**config.mk**
```make
export PLATFORM = sky130hd
export DESIGN_NAME = bcd_digit_entry
export DESIGN_NICKNAME = d
export VERILOG_FILES = /design/src/rtl/bcd_digit_entry.sv
export SDC_FILE = /design/constraint.sdc
export NUM_CORES = 1
export LEC_CHECK = 0
export ABC_CLOCK_PERIOD_IN_PS = 5090
export CORE_MARGIN = 2
export CORE_UTILIZATION = 35
export DETAILED_ROUTE_END_ITERATION = 10
export DONT_BUFFER_PORTS = 1
export HOLD_SLACK_MARGIN = 0.05
export PLACE_DENSITY = 0.55
export RECOVER_POWER = 100
export SYNTH_ARGS = -nofsm -noshare
export SYNTH_HDL_FRONTEND = slang
export SYNTH_HIERARCHICAL = 1
export SYNTH_SLANG_ARGS = --single-unit
```
**constraint.sdc**
```tcl
create_clock -name clk -period 5.09 [get_ports clk]
set_input_delay 0.7635 -clock clk [delete_from_list [all_inputs] [get_ports clk]]
set_output_delay 0.7635 -clock clk [all_outputs]
set_load 0.01 [all_outputs]
```
**src/rtl/bcd_digit_entry.sv**
```systemverilog
// Three-digit decimal entry: debounced inc/next buttons edit hundreds, tens and
// ones, then the digits are converted to a saturating 8-bit binary value.

module bcd_digit_entry_btn #(
  parameter int unsigned DEBOUNCE_CYCLES = 4
) (
  input  logic clk,
  input  logic rst,
  input  logic btn_raw,
  output logic press
);

  localparam logic [7:0] CNT_LAST = 8'(DEBOUNCE_CYCLES - 1);

  logic       sync1_q, sync1_d;
  logic       sync2_q, sync2_d;
  logic       level_q, level_d;
  logic       press_q, press_d;
  logic [7:0] cnt_q,   cnt_d;

  // The flip happens on the edge where the count would reach DEBOUNCE_CYCLES,
  // so the press pulse is registered together with the new accepted level.
  always_comb begin
    sync1_d = btn_raw;
    sync2_d = sync1_q;
    level_d = level_q;
    press_d = 1'b0;
    cnt_d   = '0;
    if (sync2_q != level_q) begin
      if (cnt_q == CNT_LAST) begin
        level_d = sync2_q;
        press_d = sync2_q;
      end else begin
        cnt_d = cnt_q + 8'd1;
      end
    end
  end

  always_ff @(posedge clk) begin
    if (rst) begin
      sync1_q <= 1'b0;
      sync2_q <= 1'b0;
      level_q <= 1'b0;
      press_q <= 1'b0;
      cnt_q   <= '0;
    end else begin
      sync1_q <= sync1_d;
      sync2_q <= sync2_d;
      level_q <= level_d;
      press_q <= press_d;
      cnt_q   <= cnt_d;
    end
  end

  assign press = press_q;

endmodule

module bcd_digit_entry #(
  parameter int unsigned DEBOUNCE_CYCLES = 4
) (
  input  logic       clk,
  input  logic       rst,
  input  logic       start,
  input  logic       btn_inc,
  input  logic       btn_next,
  output logic [3:0] cur_digit,
  output logic [1:0] digit_index,
  output logic       busy,
  output logic [7:0] value,
  output logic       valid,
  output logic       overflow,
  output logic       done
);

  typedef enum logic [2:0] {
    S_IDLE,
    S_DIG_H,
    S_DIG_T,
    S_DIG_O,
    S_RESULT
  } state_t;

  localparam logic [3:0] BLANK = 4'd10;

  logic press_inc, press_next;

  bcd_digit_entry_btn #(.DEBOUNCE_CYCLES(DEBOUNCE_CYCLES)) u_btn_inc (
    .clk     (clk),
    .rst     (rst),
    .btn_raw (btn_inc),
    .press   (press_inc)
  );

  bcd_digit_entry_btn #(.DEBOUNCE_CYCLES(DEBOUNCE_CYCLES)) u_btn_next (
    .clk     (clk),
    .rst     (rst),
    .btn_raw (btn_next),
    .press   (press_next)
  );

  state_t     state_q,       state_d;
  logic [3:0] dig_h_q,       dig_h_d;
  logic [3:0] dig_t_q,       dig_t_d;
  logic [3:0] dig_o_q,       dig_o_d;
  logic [3:0] cur_digit_q,   cur_digit_d;
  logic [1:0] digit_index_q, digit_index_d;
  logic       busy_q,        busy_d;
  logic [7:0] value_q,       value_d;
  logic       valid_q,       valid_d;
  logic       overflow_q,    overflow_d;
  logic       done_q,        done_d;

  logic [3:0] cur_inc;
  logic [9:0] h10, t10, o10, sum;

  assign cur_inc = (cur_digit_q == 4'd9) ? 4'd0 : cur_digit_q + 4'd1;

  // h*100 = h*64 + h*32 + h*4, t*10 = t*8 + t*2; the ones digit is live.
  assign h10 = {6'b0, dig_h_q};
  assign t10 = {6'b0, dig_t_q};
  assign o10 = {6'b0, cur_digit_q};
  assign sum = (h10 << 6) + (h10 << 5) + (h10 << 2)
             + (t10 << 3) + (t10 << 1) + o10;

  always_comb begin
    state_d       = state_q;
    dig_h_d       = dig_h_q;
    dig_t_d       = dig_t_q;
    dig_o_d       = dig_o_q;
    cur_digit_d   = cur_digit_q;
    digit_index_d = digit_index_q;
    busy_d        = busy_q;
    value_d       = value_q;
    valid_d       = valid_q;
    overflow_d    = overflow_q;
    done_d        = 1'b0;

    if (start) begin
      state_d       = S_DIG_H;
      dig_h_d       = '0;
      dig_t_d       = '0;
      dig_o_d       = '0;
      cur_digit_d   = '0;
      digit_index_d = 2'd0;
      busy_d        = 1'b1;
      value_d       = '0;
      valid_d       = 1'b0;
      overflow_d    = 1'b0;
    end else begin
      unique case (state_q)
        S_DIG_H: begin
          if (press_next) begin
            dig_h_d       = cur_digit_q;
            cur_digit_d   = '0;
            digit_index_d = 2'd1;
            state_d       = S_DIG_T;
          end else if (press_inc) begin
            cur_digit_d = cur_inc;
          end
        end
        S_DIG_T: begin
          if (press_next) begin
            dig_t_d       = cur_digit_q;
            cur_digit_d   = '0;
            digit_index_d = 2'd2;
            state_d       = S_DIG_O;
          end else if (press_inc) begin
            cur_digit_d = cur_inc;
          end
        end
        S_DIG_O: begin
          if (press_next) begin
            dig_o_d       = cur_digit_q;
            cur_digit_d   = BLANK;
            digit_index_d = 2'd3;
            busy_d        = 1'b0;
            valid_d       = 1'b1;
            done_d        = 1'b1;
            state_d       = S_RESULT;
            if (sum[9:8] != 2'b00) begin
              value_d    = '1;
              overflow_d = 1'b1;
            end else begin
              value_d    = sum[7:0];
              overflow_d = 1'b0;
            end
          end else if (press_inc) begin
            cur_digit_d = cur_inc;
          end
        end
        default: ;
      endcase
    end
  end

  always_ff @(posedge clk) begin
    if (rst) begin
      state_q       <= S_IDLE;
      dig_h_q       <= '0;
      dig_t_q       <= '0;
      dig_o_q       <= '0;
      cur_digit_q   <= BLANK;
      digit_index_q <= 2'd3;
      busy_q        <= 1'b0;
      value_q       <= '0;
      valid_q       <= 1'b0;
      overflow_q    <= 1'b0;
      done_q        <= 1'b0;
    end else begin
      state_q       <= state_d;
      dig_h_q       <= dig_h_d;
      dig_t_q       <= dig_t_d;
      dig_o_q       <= dig_o_d;
      cur_digit_q   <= cur_digit_d;
      digit_index_q <= digit_index_d;
      busy_q        <= busy_d;
      value_q       <= value_d;
      valid_q       <= valid_d;
      overflow_q    <= overflow_d;
      done_q        <= done_d;
    end
  end

  assign cur_digit   = cur_digit_q;
  assign digit_index = digit_index_q;
  assign busy        = busy_q;
  assign value       = value_q;
  assign valid       = valid_q;
  assign overflow    = overflow_q;
  assign done        = done_q;

endmodule

```
==> impl_metrics.csv, run 1 <==
group,metric,value,unit
place,placed_cell_area,2760,sq um
place,post-dp-hpwl,3690,um
die,chipWidth,91.8,um
synthesis,synth_edf_count,0,
drt,drt_iter0_drc,91,
timing,hold_viol_final,0,
drt,wire_per_inst,12.6,um
global_routing,grt_pass1_wl,8420,um
die,core-area,7370,sq um
power,vdd_drop_max,0.147,mV
cts,ctsHtreeMaxLevel,2,
synthesis,ys_warn_count,6,
layout,layout-drive-gt1-share,5.90,%
setup_path,cp_max_fo,9,
synthesis,yosysUniqueCellTypes,50,
synthesis,synth_area_per_cell,9.39,sq um
global_routing,grt_overflow_total,0,
global_routing,grt_usage,12.2,%
synthesis,syn_inst,287,
setup_path,crit_type,"flop to flop",
timing,relSlewSlack,55.0,%
synthesis,syn_area,2700,sq um
synthesis,synth-async-reset-ratio,0,%
synthesis,synth-seq-cells,53,
setup_path,crit_required,5340,ps
drt,routed_wl,4880,um
cts,clk_pin_slew,100,ps
synthesis,synth_flop_cell,"dfxtp_1",
global_routing,grt_pass1_vias,1873,
drt,drt-vias-per-instance,5.10,
timing,rsz0062_at_grt,"false",
cts,clock_latency,300,ps
worst_hold_path,hold_class,"flop to flop",
synthesis,seq_area_frac_synth,39.4,%
cts,cts_setup_buffers,0,
timing,tns,0,ps
synthesis,yosysTopAreaCellShare,39.4,%
timing,fin_crit_sh,74.3,%
setup_path,start_kind,"flop",
layout,nFillCells,774,
timing,drv_slew,0,
drt,first_pass_iters,4,
cts,root_buffer,"clkbuf_8",
die,row_count,31,
synthesis,yosysMostFrequentCell,"dfxtp_1",
cts,cts_resized,0,
cts,clock_sinks,53,
timing,period_minus_slack,3780,ps
place,port_buffers,0,
cts,clk_path_buf_depth,2,
cts,cts_made_buffers,5,
synthesis,netlist.top_cell.by_area,"dfxtp_1",
setup_path,crit_path_end_kind,"flop",
cts,cts_tree,"built",
timing,finalClockSkew,8.85,ps
timing,setup_violations,0,
layout,antenna_cells,0,
synthesis,synth_nets,316,
global_routing,antenna_found_initial,0,
timing,worst_pin_slew,672,ps
die,dieArea,8420,sq um
power,p_leak,0.00115,uW
die,die_height,91.8,um
global_routing,grt_max_degree,17,
run_status,outcome,"finished clean",
die,start_util,36.6,%
drt,drc,0,
drt,antenna_left,0,
layout,stdcell_area,2830,sq um
setup_path,cp.arrival,4030,ps
cts,hold_buffers,0,
power,power_density,258,nW/um^2
run,maxCapViolCount,0,
synthesis,synth_area_leaders,"dfxtp_1 (39%), ha_1 (7.9%), fa_1 (5.2%)",
layout,nNetsFinal,316,
layout,area_growth,4.97,%
die,ios,23,
timing,timing.fmax,264,MHz
synthesis,ys_top_cells_by_count,"dfxtp_1 (53), nor2_1 (29), inv_1 (26)",
place,gp_congestion,0.805,
drt,vias,1972,
## flip-flops by register name, indices dropped and copies added, names as in the netlist, 2 cells and up
register and flops:
cur_digit 4, dig_h_q 4, dig_t_q 4, digit_index 2
state_q 3, u_btn_inc/cnt_q 8, u_btn_next/cnt_q 8, value 8
## final cells by class
class / instances / area, sq um / area share (%)
clock buffers: 6 / 72.6 / 2.57
multi-input cells: 200 / 1430 / 50.6
well taps: 99 / 124 / 4.38
flip-flops and latches: 53 / 1060 / 37.5
inverters: 27 / 101 / 3.58
clock inverters: 2 / 38.8 / 1.37
## cell families (layout without fill, tap and decap cells)
group           count (synthesis)  in the layout  synth area share [%]
flops                          53             53                  39.4
mux                             4              4                  1.49
simple gates                   95             95                  19.0
buf+inv                        34             35                  5.99
xor+xnor                       12             12                  3.90
compound gates                 65             65                  17.2
fa+ha+maj                      24             24                  13.1
## path summary, 6_finish.rpt
path,start,to,slack [ps],cells past startpoint
max,cur_digit[3],value[2],1310,11
min,u_btn_inc/sync1_q,u_btn_inc/sync2_q,450,1
min reg2reg,u_btn_inc/sync1_q,u_btn_inc/sync2_q,450,1
max reg2reg,cur_digit[3],value[2],1310,11
## critical path, stage by stage, from the launching register on
cell and delay [ps]:
dfxtp_1 540, inv_1 110, fa_1 510, fa_1 510, inv_1 40, ha_1 220
fa_1 410, a21oi_1 210, o22ai_1 120, o21a_1 180, o211ai_1 560, o221a_1 300
## through the flow
step	worst slack (ps)	hold WS [ps]	cells	utilization, %	total power (uW)
6_report	1310	447	387	38.4	731
5_1_grt	1010	457	387	38.4	761
4_1_cts	1530	451	387	38.9	743
3_5_place_dp	1560	429	379	37.4	458
3_3_place_gp	1610	420	379	37.4	458
2_1_floorplan	1830	414	287	-	454
## where the power goes
group	total (uW)	internal, uW	switching, uW
sequential	428	420	8.03
clock	284	148	136
combinational	19.4	8.01	11.4
## layout by cell type, fill, tap and decap left out, types with 2 or more instances in the layout
cell | Yosys | routed
xnor2_1 | 4 | 4
mux2i_1 | 4 | 4
a21oi_1 | 20 | 20
o221a_1 | 8 | 8
fa_1 | 7 | 7
nor2_1 | 29 | 30
o211a_1 | 2 | 2
inv_1 | 26 | 26
o211ai_1 | 0 | 3
nor3_1 | 3 | 3
nor2b_1 | 9 | 9
and3_1 | 1 | 2
or4_1 | 2 | 2
o21ai_0 | 18 | 18
nor2_2 | 4 | 3
dfxtp_1 | 53 | 53
xor2_1 | 8 | 8
nand2_1 | 14 | 14
clkbuf_8 | 2 | 5
nor4b_1 | 3 | 3
ha_1 | 17 | 17
o22ai_1 | 3 | 3
o31ai_1 | 2 | 2
or3_1 | 7 | 7
a211oi_1 | 2 | 2
nand3_1 | 11 | 11
## metal layers
layer	routed length, um	global-route usage [%]	share of wire [%]	vias to the layer above
li1	-	-	-	1004
met1	2310	14.6	47	948
met2	2390	21.1	49	18
met3	160	3.37	3.3	2
met4	29	3.73	0.59	0
met5	0	0	0	-
Power figures use the tool's default switching activity.
==> run 2: changes to the inputs <==
--- a/config.mk
+++ b/config.mk
@@ -5,7 +5,7 @@
 export SDC_FILE = /design/constraint.sdc
 export NUM_CORES = 1
 export LEC_CHECK = 0
-export ABC_CLOCK_PERIOD_IN_PS = 5090
+export ABC_CLOCK_PERIOD_IN_PS = 3550
 export CORE_MARGIN = 2
 export CORE_UTILIZATION = 35
 export DETAILED_ROUTE_END_ITERATION = 10
==> constraint.sdc (replaced) <==
create_clock -name clk -period 3.55 [get_ports clk]
set_input_delay 0.5325 -clock clk [delete_from_list [all_inputs] [get_ports clk]]
set_output_delay 0.5325 -clock clk [all_outputs]
set_load 0.01 [all_outputs]
==> impl_metrics.csv, run 2 (synthesis gave the netlist of run 1 again) <==
group,metric,value,unit
cts,clock_latency,300,ps
setup_path,path_common_cell,"fa_1",
die,start_util,36.6,%
timing,holdWs,283,ps
timing,timing.fmax,298,MHz
layout,nNetsFinal,319,
cts,ctsHtreeMaxLevel,2,
run_status,outcome,"finished clean",
worst_hold_path,worstHoldStart,"rst",
setup_path,cp_cell_sequence,"inv_1 > fa_1 > fa_1 > inv_1 > ha_1 > fa_1 > a21oi_1 > o22ai_1 > nor3_1 > o211ai_4 > o221a_1",
cts,cts_tree,"built",
run,maxCapViolCount,0,
power,vdd_drop_max,0.196,mV
timing,setup_violations,0,
drt,wire_per_inst,12.7,um
place,dp_slack,229,ps
setup_path,crit_type,"flop to flop",
layout,antenna_cells,0,
place,post-dp-hpwl,3850,um
setup_path,cp_max_fo,9,
timing,rsz0062_at_grt,"false",
timing,fin_crit_sh,94.4,%
cts,cts_resized,0,
timing,worst_pin_slew,684,ps
drt,antenna_left,0,
power,p_leak,0.00114,uW
setup_path,crit_family,"adder cells",
setup_path,crit_path_end_kind,"flop",
cts,clock_sinks,53,
global_routing,grt_pass1_wl,8550,um
layout,layout_commonest_cell,"dfxtp_1",
cts,cts_made_buffers,5,
power,power_density,344,nW/um^2
setup_path,cp_slowest_cell,"fa_1",
timing,fin_ws,198,ps
setup_path,rr_startpoint,"dig_h_q[1]",
global_routing,grt_pass1_vias,1824,
setup_path,worst-path-buf-inv,2,
drt,first_pass_iters,4,
die,row_count,31,
timing,hold_viol_final,0,
timing,drv_slew,0,
global_routing,grt_usage,12.5,%
cts,clk_pin_slew,90,ps
drt,vias,1963,
place,gp_congestion,0.751,
cts,root_buffer,"clkbuf_8",
global_routing,grt_overflow_total,0,
setup_path,start_kind,"flop",
drt,drc,0,
timing,relSlewSlack,54.2,%
timing,tns,0,ps
worst_hold_path,hold_class,"input port to flop",
global_routing,grt_max_degree,17,
cts,hold_buffers,0,
drt,routed_wl,4960,um
die,dieArea,8420,sq um
cts,clk_path_buf_depth,2,
die,core-area,7370,sq um
die,ios,23,
layout,postLayoutCoreUtil,38.4,%
timing,finalClockSkew,9.42,ps
setup_path,crit_required,3750,ps
setup_path,critPathMaxStageDelay,510,ps
drt,drt_iter0_drc,114,
layout,area_growth,4.97,%
place,port_buffers,0,
die,die_height,91.8,um
cts,cts_setup_buffers,0,
timing,period_minus_slack,3350,ps
drt,drt-vias-per-instance,5.03,
setup_path,cp.arrival,3550,ps
layout,final_cell_mix,"dfxtp_1 (53), nor2_1 (30), inv_1 (26), a21oi_1 (20), o21ai_0 (18)",
layout,layout-drive-gt1-share,6.53,%
setup_path,crit_start,"dig_h_q[1]",
die,chipWidth,91.8,um
global_routing,antenna_found_initial,0,
[run 2: cell types whose count changed in the layout (fill, tap and decap cells not counted), sizes merged]
cell / delta
clkinvlp: +1
bufinv: -1
clkinv: +1
clkbuf: +2
[run 2: worst paths after layout]
| path | slack [ps] | to | cells past startpoint |
|---|---|---|---|
| worst min-delay path | 280 | u_btn_inc/level_q | 1 |
| worst max register to register | 200 | value[2] | 11 |
| worst max-delay path | 200 | value[2] | 11 |
| worst min register to register | 450 | u_btn_inc/sync2_q | 1 |
[run 2: layout make-up]
class,instances,area (sq um)
clock buffers,5,68.8
fillers,786,4540
well taps,99,124
multi-input cells,200,1450
clock inverters,3,17.5
flip-flops and latches,53,1060
repair buffers,3,11.3
inverters,27,101
[run 2: metrics by stage]
step                instance area, sq um  instances  power, uW
floorplan                           2700        287        651
global placement                    2780        382        660
detailed placement                  2780        382        660
CTS                                 2870        390        993
global route                        2830        390       1020
finish                              2830        390        973
[run 2: power breakdown]
| part | internal (uW) | leakage [uW] | total, uW | switching (uW) |
|---|---|---|---|---|
| clock network | 137 | 0.0000439 | 330 | 194 |
| logic | 12.1 | 0.000666 | 34.7 | 22.6 |
| registers | 602 | 0.000430 | 608 | 5.90 |
[run 2: metal layers]
| metal | up-vias | part of all wire, % | global-route usage, % |
|---|---|---|---|
| li1 | 1006 | - | - |
| met1 | 928 | 46 | 15.6 |
| met2 | 23 | 49 | 21.1 |
| met3 | 6 | 3.5 | 3.04 |
| met4 | 0 | 1.5 | 4.60 |
| met5 | - | 0 | 0 |
==> run 3: changes to the inputs <==
--- a/config.mk
+++ b/config.mk
@@ -8,9 +8,12 @@
 export ABC_CLOCK_PERIOD_IN_PS = 3550
 export CORE_MARGIN = 2
 export CORE_UTILIZATION = 35
+export CTS_CLUSTER_SIZE = 12
 export DETAILED_ROUTE_END_ITERATION = 10
 export DONT_BUFFER_PORTS = 1
+export GPL_ROUTABILITY_DRIVEN = 0
 export HOLD_SLACK_MARGIN = 0.05
+export MAX_ROUTING_LAYER = met4
 export PLACE_DENSITY = 0.55
 export RECOVER_POWER = 100
 export SYNTH_ARGS = -nofsm -noshare
==> impl_metrics.csv, run 3 (synthesis gave the netlist of run 1 again) <==
group,metric,value,unit
drt,drc,0,
timing,hold_viol_final,0,
die,ios,23,
die,start_util,36.6,%
setup_path,crit_required,3750,ps
worst_hold_path,min_to,"u_btn_inc/level_q",
layout,antenna_cells,0,
cts,ctsHtreeMaxLevel,2,
global_routing,grt_max_degree,17,
place,post-dp-hpwl,3850,um
worst_hold_path,whs_path_depth,1,
cts,clock_latency,300,ps
cts,clk_path_buf_depth,2,
setup_path,cp.arrival,3550,ps
cts,root_buffer,"clkbuf_8",
drt,routed_wl,4940,um
timing,tns,0,ps
global_routing,grt_overflow_total,0,
timing,fin_crit_sh,94.4,%
cts,cts_tree,"built",
cts,clk_pin_slew,90,ps
setup_path,start_kind,"flop",
timing,relSlewSlack,54.7,%
layout,area_growth,4.97,%
worst_hold_path,hold_class,"input port to flop",
timing,finalClockSkew,9.26,ps
place,port_buffers,0,
setup_path,r2r-end,"value[2]",
setup_path,r2r_cells,11,
power,power_density,343,nW/um^2
layout,final_cell_mix,"dfxtp_1 (53), nor2_1 (30), inv_1 (26), a21oi_1 (20), o21ai_0 (18)",
timing,setup_violations,0,
drt,drt_iter0_drc,120,
timing,period_minus_slack,3350,ps
global_routing,grt_usage,12.9,%
layout,nNetsFinal,319,
worst_hold_path,worstHoldStart,"rst",
cts,cts_made_buffers,5,
cts,cts_resized,0,
drt,wire_per_inst,12.7,um
cts,hold_buffers,0,
setup_path,crit_path_end_kind,"flop",
timing,worst_pin_slew,676,ps
setup_path,cp_max_fo,9,
run_status,outcome,"finished clean",
setup_path,crit_type,"flop to flop",
cts,clock_sinks,53,
power,p_leak,0.00114,uW
die,die_height,91.8,um
timing,drv_slew,0,
die,dieArea,8420,sq um
timing,timing.fmax,298,MHz
setup_path,rr_startpoint,"dig_h_q[1]",
cts,cts_setup_buffers,0,
drt,vias,1961,
die,row_count,31,
layout,final_cells,390,
die,chipWidth,91.8,um
place,dp.cells,382,
drt,antenna_left,0,
setup_path,worst-r2r-setup-slack,200,ps
layout,layout_commonest_cell,"dfxtp_1",
die,core-area,7370,sq um
drt,first_pass_iters,4,
timing,rsz0062_at_grt,"false",
drt,drt-vias-per-instance,5.03,
power,vdd_drop_max,0.196,mV
run,maxCapViolCount,0,
layout,layout-drive-gt1-share,6.53,%
global_routing,antenna_found_initial,0,
global_routing,grt_pass1_vias,1831,
power,p_total,971,uW
global_routing,grt_pass1_wl,8540,um
[run 3: layout make-up]
type,instances,area [sq um]
fillers,786,4540
multi-input cells,200,1450
flip-flops and latches,53,1060
well taps,99,124
inverters,27,101
clock buffers,5,68.8
clock inverters,3,17.5
repair buffers,3,11.3
[run 3: report_power, final]
part	switching [uW]	internal, uW	leakage [uW]	total, uW
registers	5.89	602	0.000430	608
logic	22.6	12.2	0.000666	34.7
clock network	192	136	0.0000439	329
[run 3: worst max path at each step]
| stage | cells after the start | endpoint | slack (ps) | startpoint |
|---|---|---|---|---|
| detailed placement | 11 | value[6] | 230 | dig_h_q[1] |
| global placement | 11 | value[1] | 320 | dig_h_q[1] |
| global route | 11 | value[4] | 50 | dig_h_q[1] |
| floorplan | 11 | value[4] | 290 | cur_digit[3] |
| CTS | 11 | value[5] | 210 | dig_h_q[1] |
| finish | 11 | value[2] | 200 | dig_h_q[1] |
[run 3: metrics by stage]
step	utilization, %	setup WS (ps)	hold slack (ps)	area [sq um]
floorplan	-	289	414	2700
global placement	37.7	323	423	2780
detailed placement	37.7	229	432	2780
CTS	38.9	210	269	2870
global route	38.4	50.3	264	2830
finish	38.4	197	284	2830
[run 3: layer usage]
| metal | vias to the layer above | part of all wire (%) | track usage (%) |
|---|---|---|---|
| met5 | - | 0 | - |
| li1 | 1005 | - | - |
| met2 | 31 | 49 | 21.3 |
| met4 | 0 | 1.5 | 4.60 |
| met1 | 919 | 45 | 15.3 |
| met3 | 6 | 4.2 | 3.04 |
[run 3: worst max-delay path, cell delays in order (launching register included)]
cell      delay, ps
dfxtp_1         360
inv_1            90
fa_1            480
fa_1            510
inv_1            40
ha_1            220
fa_1            410
a21oi_1         230
o22ai_1         140
nor3_1          310
o211ai_4        170
o221a_1         270
